**config.mk**
```make
export PLATFORM = sky130hd
export DESIGN_NAME = vga_sync_gen
export DESIGN_NICKNAME = d
export VERILOG_FILES = /design/src/rtl/vga_sync_gen.sv
export SDC_FILE = /design/constraint.sdc
export NUM_CORES = 1
export LEC_CHECK = 0
export ABC_AREA = 1
export ABC_CLOCK_PERIOD_IN_PS = 1600
export BUFFER_PORTS_ARGS = -buffer_cell sky130_fd_sc_hd__buf_2
export CAP_MARGIN = 40
export CELL_PAD_IN_SITES_DETAIL_PLACEMENT = 0
export CELL_PAD_IN_SITES_GLOBAL_PLACEMENT = 1
export CORE_AREA = 2 2 72 74
export CTS_CLUSTER_DIAMETER = 80
export DETAILED_ROUTE_END_ITERATION = 10
export DIE_AREA = 0 0 74 76
export GPL_TIMING_DRIVEN = 0
export PLACE_DENSITY_LB_ADDON = 0.1
export SYNTH_ARGS = -nofsm -noshare
export SYNTH_HDL_FRONTEND = slang
export SYNTH_SLANG_ARGS = --single-unit
```
**constraint.sdc**
```tcl
create_clock -name clk -period 1.6 [get_ports clk]
set_input_delay 0.32 -clock clk [delete_from_list [all_inputs] [get_ports clk]]
set_output_delay 0.32 -clock clk [all_outputs]
set_load 0.005 [all_outputs]
```
**src/rtl/vga_sync_gen.sv**
```systemverilog
// 640x480@60 pixel-timing generator: pixel-rate divider, x/y raster counters,
// registered active-low sync pulses and decoded video_on/line/frame strobes.
module vga_sync_gen #(
    parameter int DIV       = 4,
    parameter int H_DISPLAY = 640,
    parameter int H_FP      = 16,
    parameter int H_SYNC    = 96,
    parameter int H_BP      = 48,
    parameter int V_DISPLAY = 480,
    parameter int V_FP      = 10,
    parameter int V_SYNC    = 2,
    parameter int V_BP      = 33
) (
    input  logic       clk,
    input  logic       reset,
    output logic       hsync,
    output logic       vsync,
    output logic       video_on,
    output logic       p_tick,
    output logic [9:0] x,
    output logic [9:0] y,
    output logic       line_tick,
    output logic       frame_tick
);

    localparam int H_TOTAL = H_DISPLAY + H_FP + H_SYNC + H_BP;
    localparam int V_TOTAL = V_DISPLAY + V_FP + V_SYNC + V_BP;

    localparam logic [3:0] DIV_LAST     = 4'(DIV - 1);
    localparam logic [9:0] H_LAST       = 10'(H_TOTAL - 1);
    localparam logic [9:0] V_LAST       = 10'(V_TOTAL - 1);
    localparam logic [9:0] H_DISP_END   = 10'(H_DISPLAY);
    localparam logic [9:0] V_DISP_END   = 10'(V_DISPLAY);
    localparam logic [9:0] H_SYNC_START = 10'(H_DISPLAY + H_FP);
    localparam logic [9:0] H_SYNC_END   = 10'(H_DISPLAY + H_FP + H_SYNC - 1);
    localparam logic [9:0] V_SYNC_START = 10'(V_DISPLAY + V_FP);
    localparam logic [9:0] V_SYNC_END   = 10'(V_DISPLAY + V_FP + V_SYNC - 1);

    logic [3:0] div_cnt_reg;
    logic [9:0] x_reg, x_next;
    logic [9:0] y_reg, y_next;
    logic       hsync_reg, vsync_reg;

    // With DIV = 1 the counter sits at 0 == DIV_LAST, so p_tick stays high.
    assign p_tick = (div_cnt_reg == DIV_LAST);

    always_comb begin
        x_next = x_reg;
        y_next = y_reg;
        if (p_tick) begin
            if (x_reg == H_LAST) begin
                x_next = '0;
                if (y_reg == V_LAST) begin
                    y_next = '0;
                end else begin
                    y_next = y_reg + 10'd1;
                end
            end else begin
                x_next = x_reg + 10'd1;
            end
        end
    end

    // Syncs are decoded from the next-state counters so they switch on the
    // same edge as x/y rather than one clock later.
    always_ff @(posedge clk) begin
        if (reset) begin
            div_cnt_reg <= '0;
            x_reg       <= '0;
            y_reg       <= '0;
            hsync_reg   <= 1'b1;
            vsync_reg   <= 1'b1;
        end else begin
            div_cnt_reg <= p_tick ? 4'd0 : div_cnt_reg + 4'd1;
            x_reg       <= x_next;
            y_reg       <= y_next;
            hsync_reg   <= !((x_next >= H_SYNC_START) && (x_next <= H_SYNC_END));
            vsync_reg   <= !((y_next >= V_SYNC_START) && (y_next <= V_SYNC_END));
        end
    end

    assign hsync      = hsync_reg;
    assign vsync      = vsync_reg;
    assign x          = x_reg;
    assign y          = y_reg;
    assign video_on   = (x_reg < H_DISP_END) && (y_reg < V_DISP_END);
    assign line_tick  = p_tick && (x_reg == H_LAST);
    assign frame_tick = line_tick && (y_reg == V_LAST);

endmodule

```
==> impl_metrics.ini <==
[sta]
drv_slew = 0
final.setup.worst_slack_ps = -206.6
setup_tns_ps = -484.2
rsz0062_at_grt = true
post-route-min-period_ps = 1807
finalSetupViolCount = 4
slew_headroom = 0.6055
tightest_slew_ps = 591.8
hold_violations = 0
clock.fmax_mhz = 553.5
fin_crit_sh = 1.129
fin_worst_skew_ps = 3.814

[detailed_routing]
vias = 1824
first_pass_iters = 4
antenna_left = 0
drc_errors = 0
drtIter0Drc = 85
wl_per_cell_um = 12.93
viasPerCell = 4.665
routed_wirelength_um = 5054

[hold_path]
hold-path-endpoint = x[7]$_SDFF_PP0_
min-delay-start = reset
hold_depth = 2
hp-class = primary input to flip-flop

[floorplan]
boundaryPins = 28
initial_core_util = 0.3370
rows = 26
dieArea_um2 = 5624
die_w_um = 74
die_h_um = 76
core_area_um2 = 4912

[power]
p_per_area_nw_per_um2 = 564.0
netSwitchingFraction = 0.2347
leakagePower_nw = 1.168
power_frac_comb = 0.097
seqPwrFrac = 0.483
power.switching_mw = 0.3211
intPower_mw = 1.047
p_clk_frac = 0.420
vdd_drop_max_uv = 301.6

[clock_network]
clock_latency_ps = 280
h-tree-depth = 1
clockRootBuffer = clkbuf_8
holdBufCountCts = 0
cts_sinks = 26
clk_pin_slew_ps = 100
cts.path.max_buffers = 2
cts-buffers-inserted = 3
cts_tree = yes

[critical_path]
reg2reg_from = x[1]$_SDFF_PP0_
r2r_slack_ps = -70
ff2ff_path_depth = 10
worst-path-max-fanout = 3
crit_arrival_ps = 1490
path_class = flip-flop to output pin
timing.rr.end = y[9]$_SDFF_PP0_
start_kind = flip-flop
cp.required_ps = 1280
critPathCaptureType = output pin

[final_layout]
final_cells = 391
layout-drive-gt1-share = 0.4143
finalInstanceArea_um2 = 2426
area_delta_synth_final_pct = 46.56
antennaDiodeCount = 0
fin_nets = 328
finalCoreUtilization = 0.4939

[synth]
ys_warn_count = 0
synth_nets = 264
ys_ff_latch = 26
ys_seq_area_frac = 0.3144
synth_cells = 258
synth_area_per_cell_um2 = 6.416
syn_area_um2 = 1655
ys_types = 27

[global_route]
grt-ovfl-total = 0
grt_use_total = 0.1898
grt_pass1_wl_um = 8362
antenna_found_initial = 0
grt_pass1_vias = 1689
grt_max_degree = 16

[place]
pre_cts_ws_ps = -318.0
dpl.cell_count = 354
dp_hpwl_um = 3512
numPortBuffers = 26
dpl_cell_area_um2 = 1873
gp_congestion = 0.7628

[outcome]
outcome = complete, but fails checks
violations = setup timing

[job]
cap_violations = 0
-- layout make-up --
cell class / instances / area [um^2]
buffer: 4 / 30.03
clock buffer: 3 / 41.29
clock inverter: 1 / 30.03
fill: 525 / 2486
inverter: 42 / 162.7
multi-input combinational: 186 / 1107
sequential: 26 / 554.3
tap: 70 / 87.58
timing repair buffer: 59 / 412.9
-- placed cells by master (no fill, tap or decap) --
| master | instances |
|---|---|
| a211oi_1 | 1 |
| a21oi_1 | 6 |
| a21oi_2 | 2 |
| buf_2 | 24 |
| buf_4 | 27 |
| buf_6 | 10 |
| bufinv_16 | 1 |
| clkbuf_1 | 2 |
| clkbuf_8 | 3 |
| dfxtp_1 | 11 |
| dfxtp_2 | 9 |
| dfxtp_4 | 6 |
| ha_1 | 1 |
| ha_4 | 3 |
| inv_1 | 34 |
| inv_2 | 6 |
| inv_4 | 2 |
| nand2_1 | 60 |
| nand2_2 | 8 |
| nand2_4 | 4 |
| nand3_1 | 24 |
| nand3_2 | 3 |
| nand3_4 | 3 |
| nand3b_1 | 1 |
| nand4_1 | 10 |
| nor2_1 | 28 |
| nor2_2 | 9 |
| nor2_4 | 7 |
| nor2_8 | 1 |
| nor3_1 | 5 |
| nor3_2 | 2 |
| nor3_4 | 1 |
| o211ai_1 | 1 |
| o21ai_0 | 1 |
| o21ai_1 | 1 |
| o21ai_2 | 1 |
| or2_2 | 1 |
| xor2_1 | 2 |
-- power by group through the flow --
| stage | sequential, mW | clock, mW | combinational (mW) |
|---|---|---|---|
| global placement | 0.680 | 0 | 0.0798 |
| CTS | 0.667 | 0.602 | 0.118 |
| floorplan | 0.679 | 0 | 0.0570 |
| detailed placement | 0.680 | 0 | 0.0796 |
| finish | 0.661 | 0.575 | 0.132 |
| global route | 0.663 | 0.606 | 0.145 |
-- logic make-up after synthesis --
kind of cell / after synthesis / share of synthesized area
flops: 26 / 0.3144
compound gates: 13 / 0.04233
buf+inv: 46 / 0.1111
simple gates: 167 / 0.4913
fa+ha+maj: 4 / 0.03024
xor+xnor: 2 / 0.01058
-- stage by stage --
step | power (mW) | hold slack, ps
4_1_cts | 1.387 | 482.3
5_1_grt | 1.414 | 492.4
6_report | 1.368 | 455.8
3_5_place_dp | 0.7601 | 439.5
3_3_place_gp | 0.7599 | 434.3
2_1_floorplan | 0.7362 | 417.9
-- cell usage after synthesis (all sizes together) --
cell type  number  share of area
xor2            2          0.011
clkbuf          2         0.0045
or2             1         0.0038
nand4          10          0.038
buf             2          0.011
dfxtp          26           0.31
a211oi          1         0.0045
nor3            8          0.031
nand3b          1         0.0045
nand3          30           0.11
a21oi           8          0.024
ha              4          0.030
o211ai          1         0.0045
nor2           45           0.13
nand2          72           0.17
inv            42          0.095
o21ai           3         0.0091
-- worst max-delay path by stage --
stage	start	end	slack (ps)	cells past startpoint
floorplan	x[0]$_SDFF_PP0_	frame_tick	40	6
CTS	y[0]$_SDFF_PP0_	frame_tick	-240	9
global route	y[0]$_SDFF_PP0_	frame_tick	-310	9
detailed placement	x[0]$_SDFF_PP0_	vsync$_SDFF_PP1_	-320	10
finish	x[1]$_SDFF_PP0_	frame_tick	-210	7
global placement	x[0]$_SDFF_PP0_	vsync$_SDFF_PP1_	-300	10
-- metal layers --
metal / share of wire / global-route usage / wire (um) / up-vias
li1: - / - / - / 947
met1: 0.50 / 0.2747 / 2515 / 845
met2: 0.47 / 0.2991 / 2387 / 28
met3: 0.021 / 0.01984 / 106 / 4
met4: 0.0089 / 0.04545 / 45 / 0
met5: 0 / 0 / 0 / -
-- critical path, cell delays in order (launching register included) --
cell,delay [ps]
dfxtp_4,370
ha_4,140
nand2_2,40
nand3b_1,210
nor3_4,170
nand2_1,90
inv_1,70
buf_2,110
-- timing repair --
item / 4_1_cts / 5_1_grt
resized for setup: 39 / 43
pin swaps: 20 / 19
buffers inserted: 25 / 12
setup endpoints to repair: 16 / 14
gates cloned: 1 / 0
Power figures use the tool's default switching activity.
